**src/rtl/mc_ctrl_if.sv**
```systemverilog
// mc_ctrl_if: control/status bundle between the multi-cycle sequencer and its datapath/memory.
// master = sequencer side (mc_ctrl), slave = datapath/memory side.
interface mc_ctrl_if #(
    parameter int DATA_WIDTH = 32
);
    logic [DATA_WIDTH-1:0] instr;
    logic                  EQ;
    logic                  mem_ready;
    logic                  mem_req;
    logic                  MemWrite;
    logic                  AdrSrc;
    logic                  IRWrite;
    logic                  PCWrite;
    logic                  RegWrite;
    logic [1:0]            ALUSrcA;
    logic [1:0]            ALUSrcB;
    logic [2:0]            ALUctrl;
    logic [1:0]            ResultSrc;
    logic [1:0]            ImmSrc;
    logic [3:0]            state;

    modport master (
        input  instr, EQ, mem_ready,
        output mem_req, MemWrite, AdrSrc, IRWrite, PCWrite, RegWrite,
               ALUSrcA, ALUSrcB, ALUctrl, ResultSrc, ImmSrc, state
    );

    modport slave (
        output instr, EQ, mem_ready,
        input  mem_req, MemWrite, AdrSrc, IRWrite, PCWrite, RegWrite,
               ALUSrcA, ALUSrcB, ALUctrl, ResultSrc, ImmSrc, state
    );
endinterface

```
**src/rtl/mc_ctrl.sv**
```systemverilog
// mc_ctrl: multi-cycle control sequencer for the RV32I-subset datapath (shared ALU and memory port).
// Optional: define ILLEGAL_TRAP_EN to park illegal instructions in HALT instead of retiring them as NOPs.
module mc_ctrl #(
    parameter int DATA_WIDTH = 32
) (
    input  logic          clk,
    input  logic          rst,
    mc_ctrl_if.master     bus
);
    localparam logic [3:0] S_FETCH    = 4'd0;
    localparam logic [3:0] S_DECODE   = 4'd1;
    localparam logic [3:0] S_MEMADR   = 4'd2;
    localparam logic [3:0] S_MEMREAD  = 4'd3;
    localparam logic [3:0] S_MEMWB    = 4'd4;
    localparam logic [3:0] S_MEMWRITE = 4'd5;
    localparam logic [3:0] S_EXECR    = 4'd6;
    localparam logic [3:0] S_EXECI    = 4'd7;
    localparam logic [3:0] S_ALUWB    = 4'd8;
    localparam logic [3:0] S_BRANCH   = 4'd9;
    localparam logic [3:0] S_JAL      = 4'd10;
    localparam logic [3:0] S_HALT     = 4'd11;

    localparam logic [6:0] OP_LOAD  = 7'b0000011;
    localparam logic [6:0] OP_STORE = 7'b0100011;
    localparam logic [6:0] OP_R     = 7'b0110011;
    localparam logic [6:0] OP_I     = 7'b0010011;
    localparam logic [6:0] OP_BR    = 7'b1100011;
    localparam logic [6:0] OP_JAL   = 7'b1101111;

    localparam logic [2:0] ALU_ADD = 3'b000;
    localparam logic [2:0] ALU_SUB = 3'b001;
    localparam logic [2:0] ALU_AND = 3'b010;
    localparam logic [2:0] ALU_OR  = 3'b011;
    localparam logic [2:0] ALU_SLT = 3'b101;

    logic [3:0]            r_state;
    logic [3:0]            w_next;
    logic [DATA_WIDTH-1:0] w_instr;
    logic [6:0]            w_opcode;
    logic [2:0]            w_funct3;
    logic [6:0]            w_funct7;
    logic                  w_f3Alu;
    logic                  w_legal;
    logic                  w_unused;
    logic [2:0]            w_execOp;

    logic       w_memReq, w_memWrite, w_adrSrc, w_irWrite, w_pcWrite, w_regWrite;
    logic [1:0] w_aluSrcA, w_aluSrcB, w_resultSrc, w_immSrc;
    logic [2:0] w_aluCtrl;

    assign w_instr  = bus.instr;
    assign w_opcode = w_instr[6:0];
    assign w_funct3 = w_instr[14:12];
    assign w_funct7 = w_instr[31:25];
    assign w_unused = ^w_instr;
    assign w_f3Alu  = (w_funct3 == 3'b000) || (w_funct3 == 3'b010) ||
                      (w_funct3 == 3'b110) || (w_funct3 == 3'b111);

    // Legality is resolved once in DECODE so later states can trust the fields.
    always_comb begin
        w_legal = 1'b0;
        case (w_opcode)
            OP_LOAD, OP_STORE: w_legal = (w_funct3 == 3'b010);
            OP_R:   w_legal = w_f3Alu && ((w_funct7 == 7'b0000000) || (w_funct7 == 7'b0100000));
            OP_I:   w_legal = w_f3Alu;
            OP_BR:  w_legal = (w_funct3[2:1] == 2'b00);
            OP_JAL: w_legal = 1'b1;
            default: w_legal = 1'b0;
        endcase
    end

    always_comb begin
        w_execOp = ALU_ADD;
        case (w_funct3)
            3'b000:  w_execOp = ((r_state == S_EXECR) && w_instr[30]) ? ALU_SUB : ALU_ADD;
            3'b010:  w_execOp = ALU_SLT;
            3'b110:  w_execOp = ALU_OR;
            3'b111:  w_execOp = ALU_AND;
            default: w_execOp = ALU_ADD;
        endcase
    end

    always_ff @(posedge clk or posedge rst) begin
        if (rst) begin
            r_state <= S_FETCH;
        end else begin
            r_state <= w_next;
        end
    end

    always_comb begin
        w_next      = r_state;
        w_memReq    = 1'b0;
        w_memWrite  = 1'b0;
        w_adrSrc    = 1'b0;
        w_irWrite   = 1'b0;
        w_pcWrite   = 1'b0;
        w_regWrite  = 1'b0;
        w_aluSrcA   = 2'b00;
        w_aluSrcB   = 2'b00;
        w_aluCtrl   = ALU_ADD;
        w_resultSrc = 2'b00;
        w_immSrc    = 2'b00;
        case (r_state)
            S_FETCH: begin
                w_memReq = 1'b1;
                if (bus.mem_ready) begin
                    w_irWrite   = 1'b1;
                    w_pcWrite   = 1'b1;
                    w_aluSrcB   = 2'b10;
                    w_resultSrc = 2'b10;
                    w_next      = S_DECODE;
                end
            end
            S_DECODE: begin
                w_aluSrcA = 2'b01;
                w_aluSrcB = 2'b01;
                w_immSrc  = (w_opcode == OP_JAL) ? 2'b11 : 2'b10;
                if (!w_legal) begin
`ifdef ILLEGAL_TRAP_EN
                    w_next = S_HALT;
`else
                    w_next = S_FETCH;
`endif
                end else begin
                    case (w_opcode)
                        OP_LOAD, OP_STORE: w_next = S_MEMADR;
                        OP_R:    w_next = S_EXECR;
                        OP_I:    w_next = S_EXECI;
                        OP_BR:   w_next = S_BRANCH;
                        default: w_next = S_JAL;
                    endcase
                end
            end
            S_MEMADR: begin
                w_aluSrcA = 2'b10;
                w_aluSrcB = 2'b01;
                w_immSrc  = w_opcode[5] ? 2'b01 : 2'b00;
                w_next    = w_opcode[5] ? S_MEMWRITE : S_MEMREAD;
            end
            S_MEMREAD: begin
                w_memReq = 1'b1;
                w_adrSrc = 1'b1;
                if (bus.mem_ready) w_next = S_MEMWB;
            end
            S_MEMWB: begin
                w_resultSrc = 2'b01;
                w_regWrite  = 1'b1;
                w_next      = S_FETCH;
            end
            S_MEMWRITE: begin
                w_memReq   = 1'b1;
                w_adrSrc   = 1'b1;
                w_memWrite = 1'b1;
                if (bus.mem_ready) w_next = S_FETCH;
            end
            S_EXECR, S_EXECI: begin
                w_aluSrcA = 2'b10;
                w_aluSrcB = (r_state == S_EXECI) ? 2'b01 : 2'b00;
                w_aluCtrl = w_execOp;
                w_next    = S_ALUWB;
            end
            S_ALUWB: begin
                w_regWrite = 1'b1;
                w_next     = S_FETCH;
            end
            S_BRANCH: begin
                w_aluSrcA = 2'b10;
                w_aluCtrl = ALU_SUB;
                w_pcWrite = w_funct3[0] ? ~bus.EQ : bus.EQ;
                w_next    = S_FETCH;
            end
            S_JAL: begin
                w_pcWrite = 1'b1;
                w_aluSrcA = 2'b01;
                w_aluSrcB = 2'b10;
                w_next    = S_ALUWB;
            end
            S_HALT: w_next = S_HALT;
            default: w_next = S_FETCH;
        endcase

        // Reset wins over everything so an abandoned instruction cannot write.
        if (rst) begin
            w_memReq    = 1'b0;
            w_memWrite  = 1'b0;
            w_adrSrc    = 1'b0;
            w_irWrite   = 1'b0;
            w_pcWrite   = 1'b0;
            w_regWrite  = 1'b0;
            w_aluSrcA   = 2'b00;
            w_aluSrcB   = 2'b00;
            w_aluCtrl   = ALU_ADD;
            w_resultSrc = 2'b00;
            w_immSrc    = 2'b00;
        end
    end

    assign bus.mem_req   = w_memReq;
    assign bus.MemWrite  = w_memWrite;
    assign bus.AdrSrc    = w_adrSrc;
    assign bus.IRWrite   = w_irWrite;
    assign bus.PCWrite   = w_pcWrite;
    assign bus.RegWrite  = w_regWrite;
    assign bus.ALUSrcA   = w_aluSrcA;
    assign bus.ALUSrcB   = w_aluSrcB;
    assign bus.ALUctrl   = w_aluCtrl;
    assign bus.ResultSrc = w_resultSrc;
    assign bus.ImmSrc    = w_immSrc;
    assign bus.state     = r_state;
endmodule

```
**src/flat_wrapper.sv**
```systemverilog
// flat-port wrapper written by rule: the top's interface ports become plain ports
module mc_ctrl_flat 
#(
    parameter int DATA_WIDTH = 32
)
  (clk, rst, bus_instr, bus_EQ, bus_mem_ready, bus_mem_req, bus_MemWrite, bus_AdrSrc, bus_IRWrite, bus_PCWrite, bus_RegWrite, bus_ALUSrcA, bus_ALUSrcB, bus_ALUctrl, bus_ResultSrc, bus_ImmSrc, bus_state);
  mc_ctrl_if #(.DATA_WIDTH(DATA_WIDTH)) bus_i ();
  input  logic clk;
  input  logic rst;
  input wire logic [$bits(bus_i.instr)-1:0] bus_instr;
  input wire logic [$bits(bus_i.EQ)-1:0] bus_EQ;
  input wire logic [$bits(bus_i.mem_ready)-1:0] bus_mem_ready;
  output wire logic [$bits(bus_i.mem_req)-1:0] bus_mem_req;
  output wire logic [$bits(bus_i.MemWrite)-1:0] bus_MemWrite;
  output wire logic [$bits(bus_i.AdrSrc)-1:0] bus_AdrSrc;
  output wire logic [$bits(bus_i.IRWrite)-1:0] bus_IRWrite;
  output wire logic [$bits(bus_i.PCWrite)-1:0] bus_PCWrite;
  output wire logic [$bits(bus_i.RegWrite)-1:0] bus_RegWrite;
  output wire logic [$bits(bus_i.ALUSrcA)-1:0] bus_ALUSrcA;
  output wire logic [$bits(bus_i.ALUSrcB)-1:0] bus_ALUSrcB;
  output wire logic [$bits(bus_i.ALUctrl)-1:0] bus_ALUctrl;
  output wire logic [$bits(bus_i.ResultSrc)-1:0] bus_ResultSrc;
  output wire logic [$bits(bus_i.ImmSrc)-1:0] bus_ImmSrc;
  output wire logic [$bits(bus_i.state)-1:0] bus_state;
  assign bus_i.instr = bus_instr;
  assign bus_i.EQ = bus_EQ;
  assign bus_i.mem_ready = bus_mem_ready;
  assign bus_mem_req = bus_i.mem_req;
  assign bus_MemWrite = bus_i.MemWrite;
  assign bus_AdrSrc = bus_i.AdrSrc;
  assign bus_IRWrite = bus_i.IRWrite;
  assign bus_PCWrite = bus_i.PCWrite;
  assign bus_RegWrite = bus_i.RegWrite;
  assign bus_ALUSrcA = bus_i.ALUSrcA;
  assign bus_ALUSrcB = bus_i.ALUSrcB;
  assign bus_ALUctrl = bus_i.ALUctrl;
  assign bus_ResultSrc = bus_i.ResultSrc;
  assign bus_ImmSrc = bus_i.ImmSrc;
  assign bus_state = bus_i.state;
  mc_ctrl #(.DATA_WIDTH(DATA_WIDTH)) u_core (.clk(clk), .rst(rst), .bus(bus_i));
endmodule
```
**config.mk**
```make
export PLATFORM = sky130hd
export DESIGN_NAME = mc_ctrl_flat
export DESIGN_NICKNAME = d
export VERILOG_FILES = /design/src/rtl/mc_ctrl_if.sv /design/src/rtl/mc_ctrl.sv /design/src/flat_wrapper.sv
export SDC_FILE = /design/constraint.sdc
export NUM_CORES = 1
export LEC_CHECK = 0
export CORE_MARGIN = 4
export CORE_UTILIZATION = 34
export CTS_BUF_LIST = sky130_fd_sc_hd__clkbuf_8
export CTS_CLUSTER_SIZE = 10
export DETAILED_ROUTE_END_ITERATION = 8
export GPL_TIMING_DRIVEN = 0
export PLACE_DENSITY_LB_ADDON = 0.1
export REMOVE_ABC_BUFFERS = 1
export SLEW_MARGIN = 20
export SYNTH_ARGS = -nofsm -noshare
export SYNTH_HDL_FRONTEND = slang
export SYNTH_SLANG_ARGS = --single-unit
export TNS_END_PERCENT = 20
```
**constraint.sdc**
```tcl
create_clock -name clk -period 1.58 [get_ports clk]
set_input_delay 0.237 -clock clk [delete_from_list [all_inputs] [get_ports clk]]
set_output_delay 0.237 -clock clk [all_outputs]
set_load 0.03 [all_outputs]
```
==> flow_summary.toml, run 1 <==
[status]
status = "finished, violations left"
violations = "setup timing"

[worst_hold_path]
hp-class = "primary input to async pin"

[timing]
drv_slew = 0
rsz0062_at_grt = "true"
slew-limit-headroom = 0.764
finalCritPeriodShare = 1.15
finalSetupViolations = 18
clock_skew_ns = 0.00445
timing.final.ws_setup_ns = -0.241
hold_viol = 0
max_slew.worst_pin.slew_ns = 0.353
holdWs_ns = 0.0997
fmax_ghz = 0.549
period_minus_slack_ns = 1.82

[detailed_routing]
via_per_inst = 5.58
drtPass1Iterations = 4
routedWlPerCell_um = 15.1
final_antenna_net_count = 0
vias = 1049
drt_iter0_markers = 22
wl_um = 2850
drc = 0

[pwr]
power.switching_uw = 253
internal_power_uw = 424
clkPwrFrac = 0.323
swShare = 0.374
power_density_nw_per_um2 = 476
combPwrFrac = 0.498
peakVddDrop_v = 0.000388
seq_power_share = 0.179
leakagePower_uw = 0.000582

[critical_path]
crit_top_cell = "buf_6"
cp_slowest_cell = "or4_1"
cp_max_fo = 5
crit_path_end_kind = "output port"
slowest_delay_ns = 0.48
critPathLaunchType = "flip-flop"
crit_buf_inv = 2
required_ns = 1.34
worst_ep_arrival_time_ns = 1.58
cp_top_family = "simple AND/OR/NAND/NOR gates"
path_cells = "buf_6 -> nand2_1 -> or4_1 -> a21oi_2 -> buf_6"
worstSetupPathType = "flip-flop to output port"

[clock_tree]
clk_latency_ns = 0.22
htreeDepth = 1
clk_path_buf_depth = 2
cts_root_buffer = "clkbuf_8"
numCtsBuffers = 3
clock-sinks = 4
cts_tree = "built"
clk_pin_slew_ns = 0.03

[synth]
avgSynthCellArea_um2 = 7.34
synth_edf_count = 0
yosys_warnings = 0
synth_commonest_cells = "9 x nand2_1, 9 x nor2_1, 8 x nor3_1, 6 x a21oi_1"
synth_area_leader_cell = "dfrtp_1"
synth_top_flop_cell = "dfrtp_1"
syn_area_um2 = 734
synth_seq_cells = 4
yosys.area.top_type_share = 0.136
ys_types = 41
async_flop_share = 1.00
synth_area_leaders = "dfrtp_1 14%, nor3_1 5.5%, nand2_1 4.6%"
yosysSeqAreaShare = 0.136
synthCells = 100

[final_layout]
drive_gt1_frac = 0.472
regArea_um2 = 105
diodes = 0
layout.cells.non_filler = 188
area_delta_synth_final_pct = 93.5
nets = 199
fillCellCount = 169
multi_input_area_um2 = 691
largest_reg_flops = 4

[global_route]
grt_overflow = 0
grt_pass1_vias = 1032
antenna_found_initial = 0
grt_usage = 0.192
grt_pass1_wl_um = 4260
grt_max_degree = 16

[floorplanning]
ios = 57
coreArea_um2 = 2000
die_x_um = 54.5
start_util = 0.367
die_area_um2 = 2970
die_h_um = 54.5
fp-row-count = 16

[placement]
place_inst = 161
dp_slack_ns = -1.10
routabilityCongestion = 0.816
hpwl_um = 1670
place.port_buffers = 41

[run]
cap_viol_max_count = 0
## per-stage QoR
stage	total power [uW]	TNS (ns)	utilization	area (um2)
final	677	-2.04	0.710	1420
after CTS	640	-1.59	0.651	1300
after detailed placement	401	-14.30	0.556	1110
after floorplan	267	-6.73	-	669
after global routing	710	-3.23	0.710	1420
after global placement	398	-14.01	0.556	1110
## power groups by stage
| stage | Clock [uW] | Combinational (uW) | Sequential [uW] |
|---|---|---|---|
| after global placement | 0 | 262 | 135 |
| after CTS | 216 | 305 | 120 |
| after detailed placement | 0 | 266 | 135 |
| after global routing | 224 | 363 | 122 |
| final | 219 | 337 | 121 |
| after floorplan | 0 | 129 | 138 |
## layout make-up
type	count	share of cell area
repair buffers	65	0.382
inverters	2	0.00528
flip-flops and latches	4	0.0739
well taps	27	0.0238
multi-input cells	87	0.486
clock buffers	3	0.0290
## kinds of logic (layout without fill, tap and decap cells)
kind of cell / Yosys count / count (layout) / synth area share
xor+xnor: 2 / 2 / 0.0239
simple gates: 56 / 56 / 0.434
buf+inv: 9 / 70 / 0.0988
compound gates: 29 / 29 / 0.307
flops: 4 / 4 / 0.136
## repair_timing
item,in CTS,in global routing
hold buffers,0,0
setup endpoints to repair,25,21
pin swaps,11,3
setup buffers,18,6
gates resized for setup,140,30
## metal layers
metal	routed length, um	vias to the layer above	GRT usage
li1	-	510	-
met1	1060	483	0.200
met2	1530	50	0.371
met3	220	6	0.0136
met4	37	0	0.108
met5	0	-	0
## placed cells by master, fill, tap and decap left out, drive strengths merged, types with 3 or more instances in the layout
cell / count
nor2: 9
nand2b: 5
nand3: 5
o21ai: 6
clkdlybuf4s50: 6
buf: 38
dfrtp: 4
clkbuf: 5
a21oi: 6
clkdlybuf4s15: 4
nor3: 8
nor4: 5
nand2: 9
a211oi: 3
dlygate4sd2: 15
## worst paths after layout
check | slack (ns) | end | startpoint | cells past startpoint
min in group clk | 0.66 | u_core.bus.state[1] | bus_instr[5] | 3
max in group asynchronous | 1.32 | u_core.bus.state[0] | rst | 2
max | -0.24 | bus_ALUctrl[0] | u_core.bus.state[1] | 5
max reg2reg | 0.11 | u_core.bus.state[0] | u_core.bus.state[2] | 6
min | 0.1 | u_core.bus.state[2] | rst | 2
min reg2reg | 0.68 | u_core.bus.state[3] | u_core.bus.state[2] | 1
## worst reg2reg max path, cell delays in order (launching register included)
cell and delay, ns:
dfrtp_2 0.46, buf_4 0.18, o21ba_2 0.22, o32ai_1 0.07
a21oi_1 0.18, nand3_1 0.13, o21ai_2 0.14
Power figures use the tool's default switching activity.
==> run 2: changes to the inputs <==
--- a/config.mk
+++ b/config.mk
@@ -5,7 +5,7 @@
 export SDC_FILE = /design/constraint.sdc
 export NUM_CORES = 1
 export LEC_CHECK = 0
-export CORE_MARGIN = 4
+export CORE_MARGIN = 3
 export CORE_UTILIZATION = 34
 export CTS_BUF_LIST = sky130_fd_sc_hd__clkbuf_8
 export CTS_CLUSTER_SIZE = 10
==> flow_summary.toml, run 2 (same netlist as run 1, synthesis figures left out) <==
[placement]
hpwl_um = 1590
place.port_buffers = 41
place_inst = 161
routabilityCongestion = 0.823
dp_slack_ns = -1.11

[detailed_routing]
via_per_inst = 5.58
wl_um = 2710
drt_iter0_markers = 15
vias = 1032
drc = 0
final_antenna_net_count = 0
routedWlPerCell_um = 14.7
drtPass1Iterations = 4

[timing]
drv_slew = 0
hold_viol = 0
fmax_ghz = 0.567
holdWs_ns = 0.312
finalSetupViolations = 14
clock_skew_ns = 0.00384
timing.final.ws_setup_ns = -0.183
max_slew.worst_pin.slew_ns = 0.541
period_minus_slack_ns = 1.76
rsz0062_at_grt = "true"
finalCritPeriodShare = 1.12
slew-limit-headroom = 0.639

[global_route]
grt_pass1_vias = 948
grt_pass1_wl_um = 4090
grtUsageMet1 = 0.222
met3_usage = 0.0285
antenna_found_initial = 0
busiest_layer = "met2"
grt_usage = 0.191
grt_overflow = 0
grt.met2_usage = 0.343
grt_max_degree = 16

[clock_tree]
clk_latency_ns = 0.22
clock-sinks = 4
numCtsBuffers = 3
ctsHoldBuffers = 0
clk_path_buf_depth = 2
clk_pin_slew_ns = 0.03
cts_tree = "built"
htreeDepth = 1
cts_root_buffer = "clkbuf_8"

[critical_path]
required_ns = 1.34
cp_max_fo = 6
worstReg2RegEnd = "u_core.bus.state[0]"
worst_ep_arrival_time_ns = 1.53
crit_path_end_kind = "output port"
worstSetupPathType = "flip-flop to output port"
r2r_cells = 7
critPathLaunchType = "flip-flop"
worst-r2r-setup-slack_ns = 0.08
r2r_start = "u_core.bus.state[1]"

[pwr]
power.switching_uw = 249
peakVddDrop_v = 0.000394
clkPwrFrac = 0.321
power_density_nw_per_um2 = 482
swShare = 0.371
leakagePower_uw = 0.000613
internal_power_uw = 422
power_uw = 671
seq_power_share = 0.180
combPwrFrac = 0.499

[floorplanning]
coreArea_um2 = 2000
fp-row-count = 16
ios = 57
die_x_um = 52.5
die_area_um2 = 2750
start_util = 0.367
die_h_um = 52.5

[final_layout]
utilization = 0.696
drive_gt1_frac = 0.481
fillCellCount = 177
area_delta_synth_final_pct = 89.6
diodes = 0
final_cell_mix = "32 x buf_4, 8 x nand2_1, 7 x nor2_1, 7 x dlymetal6s2s_1"
nets = 196
layout.cells.non_filler = 185
largest_reg_flops = 4
layout_commonest_cell = "buf_4"

[status]
status = "finished, violations left"
violations = "setup timing"

[run]
cap_viol_max_count = 0

[worst_hold_path]
hp-class = "primary input to async pin"
==> run 2: changes by cell type in the layout (fill, tap and decap cells not counted), moves of 2 or more <==
cell and change:
dlymetal6s2s_1 +7, dlygate4sd2_1 -9, buf_2 +3, clkdlybuf4s50_1 -2
clkbuf_2 +5, clkdlybuf4s15_1 -2, buf_4 -3, buf_6 -2
==> run 2: metal layers <==
metal	vias to the layer above	share of wire
met5	-	0
met4	0	0.015
met3	5	0.074
met2	48	0.52
met1	477	0.39
li1	502	-
==> run 2: power groups by stage <==
stage	clock network, uW	logic (uW)	registers, uW
after global routing	224	361	122
after CTS	217	296	120
after detailed placement	0	265	135
after global placement	0	262	135
after floorplan	0	129	138
final	215	335	121
==> run 2: area by class of cell <==
class                   count  area [um2]  area share
multi-input cells          87         694       0.499
well taps                  27        33.8      0.0243
clock buffers               3        41.3      0.0296
flip-flops and latches      4         105      0.0755
repair buffers             62         510       0.367
inverters                   2        7.51     0.00539
==> run 2: worst max-delay path by stage <==
stage / startpoint / to / slack, ns / depth (start not counted)
after global routing: u_core.bus.state[1] / bus_ImmSrc[0] / -0.24 / 6
after detailed placement: bus_instr[5] / bus_ImmSrc[0] / -1.11 / 6
final: u_core.bus.state[1] / bus_ImmSrc[0] / -0.18 / 6
after CTS: u_core.bus.state[1] / bus_PCWrite / -0.20 / 5
after global placement: bus_instr[5] / bus_ImmSrc[0] / -1.10 / 6
after floorplan: u_core.bus.state[0] / bus_ImmSrc[1] / -0.64 / 2
==> run 2: critical path, cell delays in order, from the launching register on <==
cell     delay [ns]
dfrtp_2        0.45
buf_2          0.18
buf_4          0.15
nor3_4         0.17
a32oi_1        0.08
nor2_1         0.11
buf_4          0.17
==> run 2: per-stage QoR <==
step	TNS, ns	area (um2)
floorplan	-6.73	669
global placement	-13.97	1110
detailed placement	-14.30	1110
CTS	-1.51	1280
global route	-2.72	1390
finish	-1.37	1390
==> run 2: timing repair <==
| item | in CTS | in global routing |
|---|---|---|
| cloned | 0 | 0 |
| resized for setup | 133 | 36 |
| pin swaps | 6 | 10 |
| buffers inserted | 13 | 8 |
| setup endpoints to repair | 25 | 21 |
